**config.mk**
```make
export PLATFORM = sky130hd
export DESIGN_NAME = fp32_half_packer
export DESIGN_NICKNAME = d
export VERILOG_FILES = /design/src/rtl/fp32_half_packer.sv
export SDC_FILE = /design/constraint.sdc
export NUM_CORES = 1
export LEC_CHECK = 0
export CAP_MARGIN = 20
export CORE_ASPECT_RATIO = 1.5
export CORE_UTILIZATION = 55
export DETAILED_ROUTE_END_ITERATION = 8
export HOLD_SLACK_MARGIN = 0.12
export PLACE_DENSITY_LB_ADDON = 0.05
export SLEW_MARGIN = 20
export SYNTH_ARGS = -nofsm -noshare
export SYNTH_HDL_FRONTEND = slang
export SYNTH_SLANG_ARGS = --single-unit
```
**constraint.sdc**
```tcl
create_clock -name clk -period 2.75 [get_ports clk]
set_clock_uncertainty 0.2 [all_clocks]
set_input_delay 0.4125 -clock clk [delete_from_list [all_inputs] [get_ports clk]]
set_output_delay 0.4125 -clock clk [all_outputs]
set_load 0.1 [all_outputs]
```
**src/rtl/fp32_half_packer.sv**
```systemverilog
// Streaming fp32 -> fp16 (round-to-nearest-even) converter that packs LANES halves
// per output vector behind a fill/hold controller and a one-entry output register.
module fp32_half_packer #(
   parameter int LANES = 4
) (
   input  logic                 clk,
   input  logic                 rst,
   input  logic                 in_valid,
   output logic                 in_ready,
   input  logic [31:0]          in_data,
   input  logic                 in_last,
   output logic                 out_valid,
   input  logic                 out_ready,
   output logic [16*LANES-1:0]  out_data,
   output logic [LANES-1:0]     out_mask,
   output logic [3:0]           out_flags
);

   localparam int CNT_W = $clog2(LANES);

   typedef enum logic {FILL, HOLD} state_t;

   state_t                state, state_next;
   logic [CNT_W-1:0]      cnt;
   logic [16*LANES-1:0]   pack_data, merged_data, src_data;
   logic [LANES-1:0]      pack_mask, merged_mask, src_mask;
   logic [3:0]            pack_flags, merged_flags, src_flags;

   // ---------------------------------------------------------------- conversion
   logic        sgn;
   logic [7:0]  exp32;
   logic [22:0] man;
   logic [4:0]  exp16;
   logic        guard, sticky, rnd;
   logic [14:0] rounded;
   logic [15:0] half;
   logic [3:0]  cflags;   // {invalid, overflow, underflow, inexact}

   assign sgn     = in_data[31];
   assign exp32   = in_data[30:23];
   assign man     = in_data[22:0];
   // Rebias 127 -> 15 is a subtraction of 112; modulo 32 that is just "- 16".
   assign exp16   = exp32[4:0] - 5'd16;
   assign guard   = man[12];
   assign sticky  = |man[11:0];
   assign rnd     = guard & (sticky | man[13]);
   assign rounded = {exp16, man[22:13]} + {14'd0, rnd};

   // NOTE: every output of a combinational block gets a default first, otherwise
   // a path that skips an assignment infers a latch.
   always_comb begin
      half   = {sgn, 15'h0000};
      cflags = 4'b0000;
      if (exp32 == 8'hff) begin
         if (man != '0) begin
            half      = {sgn, 5'h1f, 1'b1, man[21:13]};
            cflags[3] = ~man[22];
         end else begin
            half = {sgn, 5'h1f, 10'h000};
         end
      end else if (exp32 == 8'h00) begin
         if (man != '0) cflags[1:0] = 2'b11;
      end else if (exp32 > 8'd142) begin
         half   = {sgn, 5'h1f, 10'h000};
         cflags = 4'b0101;
      end else if (exp32 >= 8'd113) begin
         cflags[0] = guard | sticky;
         if (rounded[14:10] == 5'h1f) begin
            half      = {sgn, 5'h1f, 10'h000};
            cflags[2] = 1'b1;
         end else begin
            half = {sgn, rounded};
         end
      end else begin
         cflags[1:0] = 2'b11;
      end
   end

   // ---------------------------------------------------------------- packing
   logic accept, last_lane, complete, out_free, load_out;

   assign in_ready  = (state == FILL);
   assign accept    = in_valid & in_ready;
   assign last_lane = (cnt == CNT_W'(LANES - 1));
   assign complete  = accept & (last_lane | in_last);
   assign out_free  = ~out_valid | out_ready;

   always_comb begin
      merged_data                     = pack_data;
      merged_data[{cnt, 4'b0000} +: 16] = half;
      merged_mask                     = pack_mask;
      merged_mask[cnt]                = 1'b1;
      merged_flags                    = pack_flags | cflags;
   end

   // In HOLD the finished vector already sits in the pack register.
   assign src_data  = (state == HOLD) ? pack_data  : merged_data;
   assign src_mask  = (state == HOLD) ? pack_mask  : merged_mask;
   assign src_flags = (state == HOLD) ? pack_flags : merged_flags;

   always_comb begin
      state_next = state;
      load_out   = 1'b0;
      case (state)
         FILL: if (complete) begin
            if (out_free) load_out   = 1'b1;
            else          state_next = HOLD;
         end
         HOLD: if (out_free) begin
            load_out   = 1'b1;
            state_next = FILL;
         end
         default: state_next = FILL;
      endcase
   end

   // NOTE: state registers use non-blocking assignments so every flop samples
   // the pre-edge values regardless of statement order.
   always_ff @(posedge clk or negedge rst) begin
      if (!rst) begin
         state <= FILL;
         cnt   <= '0;
      end else begin
         state <= state_next;
         if (accept) cnt <= complete ? '0 : cnt + 1'b1;
      end
   end

   // NOTE: the pack register is reset, not just overwritten, so that a reset
   // mid-vector cannot leak stale lanes into the next vector's zero padding.
   always_ff @(posedge clk or negedge rst) begin
      if (!rst) begin
         pack_data  <= '0;
         pack_mask  <= '0;
         pack_flags <= '0;
      end else if (load_out) begin
         pack_data  <= '0;
         pack_mask  <= '0;
         pack_flags <= '0;
      end else if (accept) begin
         pack_data  <= merged_data;
         pack_mask  <= merged_mask;
         pack_flags <= merged_flags;
      end
   end

   always_ff @(posedge clk or negedge rst) begin
      if (!rst) begin
         out_valid <= 1'b0;
         out_data  <= '0;
         out_mask  <= '0;
         out_flags <= '0;
      end else if (load_out) begin
         out_valid <= 1'b1;
         out_data  <= src_data;
         out_mask  <= src_mask;
         out_flags <= src_flags;
      end else if (out_ready) begin
         out_valid <= 1'b0;
      end
   end

endmodule

```
After elaboration in Yosys (flattened, before gate mapping)
Cells that the tools add are included.

Add/subtract/negate cells: 4. Multipliers: 0. Div/mod/pow operators: 0. Order comparisons: 4. Equality and inequality tests: 3. Shifts and indexed selects: 2. Multiplexer cells: 38. Bitwise operators: 12. Reduce and logical (&&, ||, !) cells: 6.

Operators by type and width (number): two-way mux 64 bit (3); two-way mux 15 bit (5); bitwise mux 64 bit (1); variable shift 16 x 8 -> 64 bit (first input constant) (1); variable part select 16 x 8 -> 64 bit (1); two-way mux 4 bit (6); nonzero test 23 bit (1); adder 15 x 1 -> 15 bit (1); two-way mux 1 bit (14); OR reduction 12 bit (1); two-way mux 10 bit (1); == test 8 bit (second input constant) (1); greater-or-equal comparator 8 x 7 -> 1 bit (second input constant) (1); > comparator 8 bit (second input constant) (1); zero test 8 bit (1); negation 6 -> 8 bit (1); bitwise OR 4 bit (2); two-way mux 2 bit (3); two-way mux 3 bit (2); == test 5 bit (second input constant) (1); subtractor 5 bit (second input constant) (1); bitwise OR 1 bit (4); one-hot mux 1 bit (2 select lines) (2); nonzero test 2 bit (2); 8 further kinds (12).

Register bits after elaboration: 148. Bits in latches: 0. Memory bits (writable): 0. Memory bits (read-only): 0. Input port bits: 37. Output and inout bits: 74. Logic and storage cells: 78. Memories kept: 0.

Longest topological paths before layout
Gate-level depths: netlist (run 1).

Depth in word-level cells: 14. Depth in mapped cells: 9. Depth with buffers taken out: 8.

Worst setup path after synthesis (run 1)
No wires, ideal clock.

Path type: reg2reg. Start: reg out_valid. End: reg pack_data[22]. Library setup time: 0.096 ns. Data arrival time: 2.260 ns. Slack: 0.195 ns. Cell stages (with the launch flop): 8. Path buffers: 2. Path through: dfrtp_1 nor2b_1 nor2_1 buf_2 a21oi_1 buf_2 a22oi_1 o31ai_1.

Longest elaborated chain between the ends: 6. Elaborated cells between the ends (all ways): 7. Classes of those cells: 4 x mux; 2 x bitwise; 1 x reduce/logical.

RTL lines: start: declaration (line 12) `output logic out_valid,`; start signal: assignment (line 149) `out_valid <= 1'b0;`; start signal: assignment (line 154) `out_valid <= 1'b1;`; start signal: assignment (line 159) `out_valid <= 1'b0;`; inverter 1 bit * (line 86) `assign out_free = ~out_valid | out_ready;`; bitwise OR 1 bit * (line 86); two-way mux 1 bit * (line 106, 109); two-way mux 1 bit (line 105) `FILL: if (complete) begin`; one-hot mux 1 bit (2 select lines) * (line 104) `case (state)`; two-way mux 64 bit / nonzero test 2 bit (equally long branches); end signal: assignment (line 141) `pack_data <= merged_data;`; end: declaration (line 25) `logic [16*LANES-1:0] pack_data, merged_data, src_data;`.

Mark *: on every way between the ends. The rest lies on a longest branch, timed or not. A chain may end at the register's enable or synchronous reset.

Final worst setup path (run 1)
Start: reg cnt[1]. End: reg out_data[0].

Longest elaborated chain between the ends: 5. Elaborated cells between the ends (all ways): 10. Classes of those cells: 1 x add/sub; 1 x eq/ne; 2 x shift; 4 x mux; 2 x bitwise.

RTL lines: start: declaration (line 24) `logic [CNT_W-1:0] cnt;`; start signal: assignment (line 125) `if (accept) cnt <= complete ? '0 : cnt + 1'b1;`; parallel branches: the longest is 5 deep, another holds negation 6 -> 8 bit; end signal: assignment (line 155) `out_data <= src_data;`; end: declaration (line 14) `output logic [16*LANES-1:0] out_data,`.

Parallel ways; which one is timed is not known.

==> results of run 1 <==
[power groups by stage]
stage	Combinational [mW]	Clock, mW	Sequential [mW]
after floorplan	0.636	0	3.84
after global placement	2.70	0	2.59
after detailed placement	2.73	0	2.60
after CTS	2.74	2.33	2.56
after global routing	2.88	2.41	2.59
final	2.76	2.31	2.57
[cell families after synthesis]
kind of cell	count (synthesis)	synth area share, %
AO/OA/AOI/OAI	272	25.5
XOR/XNOR	10	1.24
flip-flops	148	48.5
adder cells (fa/ha/maj)	9	1.47
multiplexers	2	0.262
buffers and inverters	70	4.05
AND/OR/NAND/NOR	280	19.0
[registers in the layout, summed over array words and instances (netlist names)]
signal / flops
out_flags: 4
pack_mask: 4
cnt: 2
out_mask: 4
out_data: 64
out_valid: 1
pack_data: 64
state: 1
pack_flags: 4
[layout by cell type, fill, tap and decap left out, types with 6 or more instances in the layout]
master / synthesis / routed
o21ai_0: 40 / 40
clkbuf_16: 0 / 17
a21oi_1: 38 / 38
clkdlybuf4s50_1: 0 / 35
o31ai_1: 26 / 25
buf_4: 0 / 177
inv_1: 7 / 7
nor4_1: 7 / 7
and3_1: 38 / 38
nor2_1: 80 / 79
nand2_1: 62 / 62
a31oi_1: 8 / 8
dfrtp_1: 148 / 148
nand3_1: 16 / 16
or3_1: 20 / 20
buf_12: 0 / 8
a22o_1: 17 / 17
inv_8: 0 / 6
a221oi_1: 56 / 55
and2_1: 12 / 12
nor3_1: 14 / 14
ha_1: 9 / 8
o21ai_1: 20 / 20
a22oi_1: 36 / 36
[what timing repair did]
item	CTS	global route
hold buffers	1	0
setup endpoints to repair	0	16
resized for setup	0	4
endpoints found under the hold margin	68	0
[per-layer routing]
layer | GRT usage, % | routed length, um | up-vias
met5 | 0 | 0 | -
met4 | 19.9 | 1220 | 0
met3 | 5.03 | 1550 | 71
met2 | 63.6 | 13200 | 379
met1 | 42.5 | 9420 | 3718
li1 | - | - | 3359
[cell type report]
class,count,area [um^2],area share (%)
Sequential cell,148,3700,36.9
Clock buffer,18,429,4.28
Clock inverter,14,155,1.55
Timing Repair Buffer,222,1860,18.5
Tap cell,162,203,2.02
Inverter,8,30.0,0.299
Multi-Input combinational cell,573,3660,36.4
[critical path: cells and delay by family (launching register included)]
| family | cells | cell delay (ns) |
|---|---|---|
| AOI/OAI and AO/OA | 3 | 0.70 |
| buffers and inverters | 2 | 0.35 |
| DFF | 1 | 0.46 |
| and+or+nand+nor | 3 | 0.50 |
| adders and majority gates | 1 | 0.27 |
[path summary, 6_finish.rpt]
path                            cells past startpoint                   endpoint  slack, ns
worst max-delay path                                9    out_data[0]$_DFFE_PN0N_       0.13
worst min-delay path                                2  pack_flags[2]$_DFFE_PN0P_       0.27
worst max register to register                      9    out_data[0]$_DFFE_PN0N_       0.13
worst min register to register                      2  pack_flags[2]$_DFFE_PN0P_       0.27
max in group asynchronous                           3  pack_data[51]$_DFFE_PN0P_       1.21
min in group asynchronous                           2   pack_mask[1]$_DFFE_PN0P_       0.37
==> key figures, run 1 <==
Route
  • Number of detailed-routing iterations run before antenna repair: 9
  • Total number of vias: 7527
  • Routed wire length: 25400 um
  • 1st-iter DRT viols: 545
  • Post-route ant nets: 0
  • DRC: 1
  • Via density per instance: 6.57
  • Routed WL per cell: 22.2 um

Floorplan
  • Die Footprint: 0.0144 mm^2
  • Core Area: approximately 0.014 mm^2
  • Horizontal extent of the die: approximately 98 um
  • Effective utilization at floorplan: 56.5%
  • Top-Level Pins: 111
  • Die H: approximately 150 um
  • Site row count: 52

Logic synthesis
  • Yosys cell types: 64
  • Most frequently used cell type in the post-synthesis netlist: dfrtp_1
  • Cell types with the largest area share after synthesis: dfrtp_1 48%, a221oi_1 6.4%, nor2_1 3.9%
  • Flops & latches, synth: 148
  • Synth top area share: 48.5%
  • Leading cell types by count after synthesis: 148 x dfrtp_1, 80 x nor2_1, 62 x nand2_1
  • Library cell occupying the most area in the post-synthesis netlist: dfrtp_1
  • Most instantiated flip-flop cell in the synthesis netlist: dfrtp_1
  • Synth warn: 0
  • Post-Synthesis Cell Area: 0.00764 mm^2
  • Synthesized netlist net count: 837
  • Asr flop ratio synth: between 90% and 100%
  • Sequential share of the synthesized area: roughly half
  • Syn avg cell area: 9.66 um^2
  • Post-synth EDFFs: 0
  • Synthesized instance count: 791

STA
  • Fraction of the cycle the final worst path needs: 95.4%
  • Post-Route Setup TNS: 0 ns
  • Final hold vios: 0
  • Final critical-path required period: 2.62 ns
  • Headroom to the max-slew limit: 49.8%
  • Final worst setup slack: 0.126 ns
  • Final Max Tran Viols: 0
  • Hold_ws: 0.274 ns
  • Maximum achievable frequency: 381 MHz
  • Transition time of the tightest slew-check pin: 0.748 ns
  • Setup repair after global routing missed its margin: no
  • Final-report setup violation count: 0

GRT
  • Largest net degree at the start of global routing: 72
  • Vias in the first global route: 7503
  • Overall global routing resource usage: approximately 36%
  • GR Overflow Total: 0
  • Antenna violations before repair: 0
  • First-pass GRT wire length: 40000 um

Setup path
  • Type of element launching the critical path: flip-flop
  • Data arrival, critical path: 2.71 ns
  • Class of the most critical setup path: flip-flop to flip-flop
  • Category of the worst setup path capture point: flip-flop
  • Required time at the worst-slack endpoint: between 2 and 3 ns
  • Startpoint of the most critical setup path: cnt[1]$_DFFE_PN0P_
  • Critical Path, Cell by Cell: ha_1 > or2_1 > a21oi_1 > buf_4 > nor2_4 > buf_4 > and3_1 > a221oi_1 > o31ai_2
  • Cell with the biggest individual delay on the critical path: dfrtp_1
  • Most common cell type on the critical path: buf_4
  • Maximum fanout encountered on the critical timing path: 13
  • Startpoint of the worst register-to-register path: cnt[1]$_DFFE_PN0P_
  • Stage delay of the slowest cell on the critical path: 0.46 ns

Place
  • Final HPWL from detailed placement: 18400 um
  • Setup WS pre-CTS: -0.303 ns
  • Routability Congestion: 0.926
  • DP Area: 0.00942 mm^2
  • Placed cell count: 1112
  • Total of buffers placed on input and output ports: 110

Power and ir drop
  • Power share of the sequential group: 33.6%
  • Power Density: 760 mW/mm^2
  • Fraction of power consumed by the clock network: 30.2%
  • Sw Pwr: 3.28 mW
  • Net Sw Frac: 43.0%
  • Leakage power total: 4.57 nW
  • Combinational fraction of design power: between 30% and 40%
  • Internal power consumption: 4.35 mW
  • Total chip power: 7.63 mW
  • Maximum VDD drop: roughly 0.45 mV

Worst hold path
  • Worst hold start: pack_flags[2]$_DFFE_PN0P_
  • Hold Path Class: flip-flop to flip-flop

Outcome
  • Result of the run: finished with violations
  • Violated checks: DRC

CTS
  • # H-tree levels: 4
  • Buffers from clock root to sink, at most: 2
  • Clock Root Buffer: clkbuf_16
  • Insertion delay of the later-clocked pin in the worst-skew pair: approximately 0.42 ns
  • CTS tree: yes
  • Clock tree sinks: 148
  • Clock-pin slew of the registers on the worst-case setup and hold paths: 0.07 ns
  • Num CTS Buffers: 17
  • Post-CTS setup repair buffer count: 0

Finish
  • Layout-stage area growth over the synthesis result: 31.4%
  • Final cell count without fillers: 1145
  • Ant. Diodes: 0
  • Net count of the finished layout: between 1k and 1.5k
  • Share of post-route cells with drive strength above 1: 24.6%
  • Number of filler cells placed in the layout: 1016
  • Summed area of non-filler cells in the final layout: 0.0100 mm^2
  • Post-route core utilization: 74.2%

Run
  • Maxcap violations: 0
No activity file was read; power rests on OpenSTA's default activity.
==> run 2, diff against run 1 <==
--- a/config.mk
+++ b/config.mk
@@ -5,7 +5,6 @@
 export SDC_FILE = /design/constraint.sdc
 export NUM_CORES = 1
 export LEC_CHECK = 0
-export CAP_MARGIN = 20
 export CORE_ASPECT_RATIO = 1.5
 export CORE_UTILIZATION = 55
 export DETAILED_ROUTE_END_ITERATION = 8
==> constraint.sdc (replaced) <==
create_clock -name clk -period 2.75 [get_ports clk]
set_clock_uncertainty 0.2 [all_clocks]
set_input_delay 0.825 -clock clk [delete_from_list [all_inputs] [get_ports clk]]
set_output_delay 0.825 -clock clk [all_outputs]
set_load 0.1 [all_outputs]
==> run 2 against run 1 <==
Against the previous run:
- the flow still finishes with violations (DRC)
- core utilization up 6.3 points
- sequential power about the same
- cell area up 8.5%
- flip-flop and latch count unchanged
- via count up 7.2%
- combinational power up 5%
- count of clock-buffer cells in the layout unchanged
- first-iteration DRC count up 9.9%
- critical path type is now input port to flip-flop
==> key figures, run 2 (same netlist as run 1, synthesis figures left out) <==
Place
  • Total of buffers placed on input and output ports: 110
  • Routability Congestion: 0.936
  • Final HPWL from detailed placement: 19000 um
  • DP Area: 0.00967 mm^2

Route
  • Post-route ant nets: 0
  • Via density per instance: 6.79
  • DRC: 7
  • Number of detailed-routing iterations run before antenna repair: 9
  • 1st-iter DRT viols: 599
  • Routed WL per cell: 23.8 um
  • Total number of vias: approximately 8.1k
  • Routed wire length: 28200 um

STA
  • Headroom to the max-slew limit: between 40% and 50%
  • Final Max Tran Viols: 0
  • Setup repair after global routing missed its margin: yes
  • Hold_ws: ~0.15 ns
  • Transition time of the tightest slew-check pin: a little over 0.8 ns
  • Final-report setup violation count: 0
  • Maximum achievable frequency: between 300 and 400 MHz
  • Final hold vios: 0
  • Post-Route Setup TNS: 0 ns
  • Fraction of the cycle the final worst path needs: 99.3%
  • Final critical-path required period: 2.73 ns

Finish
  • Ant. Diodes: 0
  • Storage cell area: between 0.003 and 0.004 mm^2
  • Most frequent standard cell in the layout excluding fill and tap cells: buf_4
  • Share of post-route cells with drive strength above 1: approximately a third
  • Summed area of non-filler cells in the final layout: roughly 0.011 mm^2
  • Post-route core utilization: 80.4%
  • Net count of the finished layout: 1059
  • Largest registers ranked by flip-flop count: out_data (64), pack_data (64)
  • Top library cells by usage in the layout, fill and taps aside: 211 x buf_4, 148 x dfrtp_1, 78 x nor2_1, 60 x nand2_1, 49 x a221oi_1
  • Number of filler cells placed in the layout: 878
  • Layout-stage area growth over the synthesis result: 42.5%
  • Combined area of the multi-input logic cells: 0.00400 mm^2

Power and ir drop
  • Leakage power total: a little over 5 nW
  • Net Sw Frac: between 40% and 50%
  • Internal power consumption: 4.61 mW
  • Power share of the sequential group: around 32%
  • Sw Pwr: 3.37 mW
  • Maximum VDD drop: 0.500 mV
  • Total chip power: 7.99 mW
  • Fraction of power consumed by the clock network: 31.6%
  • Power Density: 734 mW/mm^2
  • Combinational fraction of design power: between 30% and 40%

Setup path
  • Cell count of the worst reg-to-reg path: 6
  • Stage delay of the slowest cell on the critical path: 0.44 ns
  • Startpoint of the worst register-to-register path: cnt[1]$_DFFE_PN0P_
  • Register-to-register setup slack: 0.13 ns
  • Cell with the biggest individual delay on the critical path: nor4_4
  • Maximum fanout encountered on the critical timing path: 8
  • Data arrival, critical path: 2.84 ns
  • Critical path destination: pack_data[38]$_DFFE_PN0P_
  • Most common cell type on the critical path: buf_12
  • Critical Path, Cell by Cell: dlygate4sd2_1 > nand4_4 > nor4_4 > xor2_4 > nor2_4 > buf_12 > buf_12 > o31ai_1
  • Type of element launching the critical path: input port
  • Class of the most critical setup path: input port to flip-flop
  • Category of the worst setup path capture point: flip-flop
  • Endpoint of the most critical register-to-register path: out_data[6]$_DFFE_PN0N_
  • Required time at the worst-slack endpoint: 2.86 ns
  • Startpoint of the most critical setup path: in_data[16]

GRT
  • GR Overflow Total: 0
  • Overall global routing resource usage: 38.7%
  • Largest net degree at the start of global routing: 54
  • Vias in the first global route: 8187
  • Antenna violations before repair: 0
  • First-pass GRT wire length: 42700 um

Floorplan
  • Die Footprint: approximately 0.014 mm^2
  • Core Area: 0.0135 mm^2
  • Effective utilization at floorplan: 56.5%
  • Top-Level Pins: 111
  • Horizontal extent of the die: 98.2 um
  • Site row count: 52
  • Die H: 146 um

Worst hold path
  • Hold Path Class: input port to async pin

CTS
  • CTS tree: yes
  • # H-tree levels: 4
  • Clock tree sinks: 148
  • Insertion delay of the later-clocked pin in the worst-skew pair: between 0.4 and 0.5 ns
  • Hold buffers post-CTS: 0
  • Clock-pin slew of the registers on the worst-case setup and hold paths: 0.07 ns
  • Clock Root Buffer: clkbuf_16
  • Num CTS Buffers: 17
  • Buffers from clock root to sink, at most: 2

Run
  • Maxcap violations: 0

Outcome
  • Result of the run: finished with violations
  • Violated checks: DRC
run 2: changes by cell type in the layout (fill, tap and decap cells not counted), sizes merged:
cell           change
clkbuf             +8
bufinv             +2
dlygate4sd3        -1
clkinvlp           -1
clkdlybuf4s50     -19
inv                -1
dlymetal6s2s       +9
dlygate4sd2        +6
buf               +40
run 2: metrics by stage:
stage | cells | setup WS (ns)
final | 1188 | 0.0192
after detailed placement | 1140 | -0.700
after CTS | 1179 | -0.00377
after global placement | 1140 | -0.576
after global routing | 1188 | -0.0339
after floorplan | 791 | 0.0658
run 2: cell type report:
| cell class | instances | area share, % |
|---|---|---|
| tap | 162 | 1.86 |
| multi-input combinational | 573 | 36.8 |
| clock buffer | 18 | 4.03 |
| inverter | 8 | 0.310 |
| sequential | 148 | 34.0 |
| timing repair buffer | 265 | 21.3 |
| clock inverter | 14 | 1.74 |
run 2: worst min path at each step:
stage                               from  depth (start not counted)                   endpoint
2_1_floorplan  pack_flags[2]$_DFFE_PN0P_                          2  pack_flags[2]$_DFFE_PN0P_
3_3_place_gp   pack_flags[2]$_DFFE_PN0P_                          2  pack_flags[2]$_DFFE_PN0P_
3_5_place_dp   pack_flags[2]$_DFFE_PN0P_                          2  pack_flags[2]$_DFFE_PN0P_
4_1_cts                              rst                          1    out_mask[0]$_DFFE_PN0N_
5_1_grt                              rst                          1   out_flags[0]$_DFFE_PN0N_
6_report                             rst                          1   out_flags[0]$_DFFE_PN0N_
run 2: worst max-delay path: cells and delay by family:
family / cells / cell delay [ns]
XOR/XNOR: 1 / 0.33
AO/OA/AOI/OAI: 1 / 0.32
buffers and inverters: 3 / 0.67
AND/OR/NAND/NOR: 3 / 0.69
run 2: metal layers:
layer	share of wire, %	vias to the layer above	GRT usage (%)
met5	0	-	0
met4	6.8	0	26.3
met3	6.5	160	5.74
met2	52	522	67.7
met1	35	3939	43.3
li1	-	3450	-
run 2: power groups by stage:
stage	clock (mW)	combinational (mW)	sequential (mW)
floorplan	0	0.636	3.84
global placement	0	2.74	2.59
detailed placement	0	2.78	2.60
CTS	2.52	2.81	2.57
global route	2.60	3.00	2.59
finish	2.53	2.89	2.57
run 2: timing repair:
action,4_1_cts,5_1_grt
hold endpoints to repair,0,0
pin swaps,13,17
endpoints found under the setup margin,108,95
setup buffers,7,5
resized for setup,24,69
gates cloned,0,4
==> run 3, diff against run 2 <==
--- a/config.mk
+++ b/config.mk
@@ -5,7 +5,6 @@
 export SDC_FILE = /design/constraint.sdc
 export NUM_CORES = 1
 export LEC_CHECK = 0
-export CORE_ASPECT_RATIO = 1.5
 export CORE_UTILIZATION = 55
 export DETAILED_ROUTE_END_ITERATION = 8
 export HOLD_SLACK_MARGIN = 0.12
==> constraint.sdc (replaced) <==
create_clock -name clk -period 2.8 [get_ports clk]
set_clock_uncertainty 0.2 [all_clocks]
set_input_delay 0.84 -clock clk [delete_from_list [all_inputs] [get_ports clk]]
set_output_delay 0.84 -clock clk [all_outputs]
set_load 0.1 [all_outputs]
==> run 3 against run 2 <==
Against the previous run:
- die area barely moved
- highest routed layer unchanged
- largest cell class unchanged
- via count grew 0.83%
- power down 6.0%
- critical path depth grew 1
- the run ends with setup timing left
- critical endpoint is now out_data[22]$_DFFE_PN0N_
- sequential share of layout area about the same
- routed wire length decreased by 1.4%
- register-to-register slack worse by 0.04 ns
- first-iteration DRC count up 72%
- cell area up 0.17%
==> key figures, run 3 (same netlist as run 1, synthesis figures left out) <==
Outcome
  • Result of the run: finished with violations
  • Violated checks: setup timing

Route
  • 1st-iter DRT viols: 1029
  • Routed wire length: 27800 um
  • Routed WL per cell: 23.4 um
  • Post-route ant nets: 0
  • Via density per instance: about 7
  • Total number of vias: about 8.1k
  • DRC: 0
  • Number of detailed-routing iterations run before antenna repair: 7

STA
  • Fraction of the cycle the final worst path needs: 101%
  • Final worst setup slack: -0.0255 ns
  • Post-Route Setup TNS: -0.0344 ns
  • Final hold vios: 0
  • Maximum achievable frequency: between 300 and 400 MHz
  • Transition time of the tightest slew-check pin: ~0.71 ns
  • Final Max Tran Viols: 0
  • Headroom to the max-slew limit: 52.2%
  • Final-report setup violation count: 2
  • Final critical-path required period: 2.83 ns

Finish
  • Ant. Diodes: 0
  • Post-route core utilization: 81.4%
  • Layout-stage area growth over the synthesis result: 42.7%
  • Final cell count without fillers: ~1.2k
  • Number of filler cells placed in the layout: 804
  • Top library cells by usage in the layout, fill and taps aside: 195 x buf_4, 147 x dfrtp_1, 78 x nor2_1, 59 x nand2_1
  • Share of post-route cells with drive strength above 1: 34.0%
  • Most frequent standard cell in the layout excluding fill and tap cells: buf_4
  • Largest registers ranked by flip-flop count: out_data (64), pack_data (64)
  • Net count of the finished layout: 1048

CTS
  • Hold buffers post-CTS: 0
  • Clock Root Buffer: clkbuf_16
  • Buffers from clock root to sink, at most: 2
  • Num CTS Buffers: 17
  • # H-tree levels: 4
  • Clock tree sinks: 148
  • Clock-pin slew of the registers on the worst-case setup and hold paths: 0.06 ns
  • Insertion delay of the later-clocked pin in the worst-skew pair: 0.44 ns
  • CTS tree: yes

Power and ir drop
  • Leakage power total: 4.95 nW
  • Fraction of power consumed by the clock network: 28.8%
  • Sw Pwr: 3.26 mW
  • Net Sw Frac: 43.4%
  • Internal power consumption: 4.25 mW
  • Combinational fraction of design power: 37.4%
  • Power share of the sequential group: 33.7%
  • Power Density: 688 mW/mm^2
  • Maximum VDD drop: 0.450 mV

GRT
  • Vias in the first global route: 7953
  • Grt met2 use: between 60% and 70%
  • GR Overflow Total: 0
  • Antenna violations before repair: 0
  • Met3 Resource Use GR: 7.60%
  • Routing usage on met1: 48.9%
  • Largest net degree at the start of global routing: slightly above 50
  • Global routing's busiest layer: met2
  • First-pass GRT wire length: 42100 um
  • Overall global routing resource usage: a little under two fifths

Place
  • Placed cell count: approximately 1.1k
  • Routability Congestion: around 0.89
  • Final HPWL from detailed placement: approximately 18000 um
  • Total of buffers placed on input and output ports: 110

Setup path
  • Class of the most critical setup path: input port to flip-flop
  • Cell with the biggest individual delay on the critical path: clkdlybuf4s50_1
  • Data arrival, critical path: roughly 2.9 ns
  • Type of element launching the critical path: input port
  • Stage delay of the slowest cell on the critical path: between 0.4 and 0.5 ns
  • Most common cell type on the critical path: buf_4
  • Category of the worst setup path capture point: flip-flop
  • Required time at the worst-slack endpoint: 2.90 ns
  • Maximum fanout encountered on the critical timing path: 9
  • Critical Path, Cell by Cell: clkdlybuf4s50_1 > or2_1 > a21oi_1 > buf_4 > nor2_4 > buf_4 > and3_1 > a221oi_1 > o31ai_2

Run
  • Maxcap violations: 0

Worst hold path
  • Hold Path Class: input port to async pin

Floorplan
  • Horizontal extent of the die: 120 um
  • Core Area: 0.0134 mm^2
  • Site row count: 42
  • Effective utilization at floorplan: 57.0%
  • Die Footprint: between 0.01 and 0.015 mm^2
  • Top-Level Pins: approximately 110
  • Die H: 120 um
-- run 3: layer usage --
layer,routed length (um),vias up,share of wire [%]
met5,0,-,0
met1,10600,3964,38
met3,2330,139,8.4
met2,13400,599,48
li1,-,3436,-
met4,1440,0,5.2
-- run 3: worst paths after layout --
path	slack, ns	endpoint	startpoint	depth (start not counted)
max in group asynchronous	1.57	pack_data[30]$_DFFE_PN0P_	rst	2
hold / removal	0.14	pack_mask[1]$_DFFE_PN0P_	rst	1
min in group clk	0.28	out_mask[2]$_DFFE_PN0N_	out_mask[2]$_DFFE_PN0N_	2
setup reg to reg	0.09	out_data[22]$_DFFE_PN0N_	cnt[0]$_DFFE_PN0P_	9
setup / recovery	-0.03	out_data[22]$_DFFE_PN0N_	in_last	9
hold reg to reg	0.28	out_mask[2]$_DFFE_PN0N_	out_mask[2]$_DFFE_PN0N_	2
-- run 3: repair_timing --
item | in CTS | in global routing
pin swaps | 19 | 22
buffers inserted | 10 | 4
gates cloned | 2 | 0
resized for setup | 68 | 50
setup endpoints to repair | 114 | 95
-- run 3: area by class of cell --
class                      count  area [um^2]  area share, %
clock buffer                  19          453           4.15
clock inverter                13          100          0.918
inverter                       8         30.0          0.275
multi-input combinational    573         4160           38.1
sequential                   148         3700           34.0
tap                          176          220           2.02
timing repair buffer         254         2240           20.5
-- run 3: power groups by stage --
stage | combinational [mW] | sequential [mW] | clock (mW)
after floorplan | 0.625 | 3.77 | 0
after global placement | 2.65 | 2.55 | 0
after detailed placement | 2.68 | 2.56 | 0
after CTS | 2.74 | 2.53 | 2.15
after global routing | 2.93 | 2.55 | 2.24
final | 2.81 | 2.53 | 2.16
-- run 3: critical path: cells and delay by family --
family,cells,cell delay [ns]
buf+inv,3,0.80
compound gates,3,0.73
simple gates,3,0.55
-- run 3: per-stage QoR --
step	cell area, um^2	hold WS, ns	setup slack (ns)	power, mW
CTS	10600	0.161	0.00154	7.41
global placement	9630	0.263	-0.572	5.20
detailed placement	9630	0.271	-0.651	5.25
global route	10900	0.176	-0.0795	7.72
finish	10900	0.140	-0.0255	7.51
floorplan	7640	0.243	0.0322	4.40
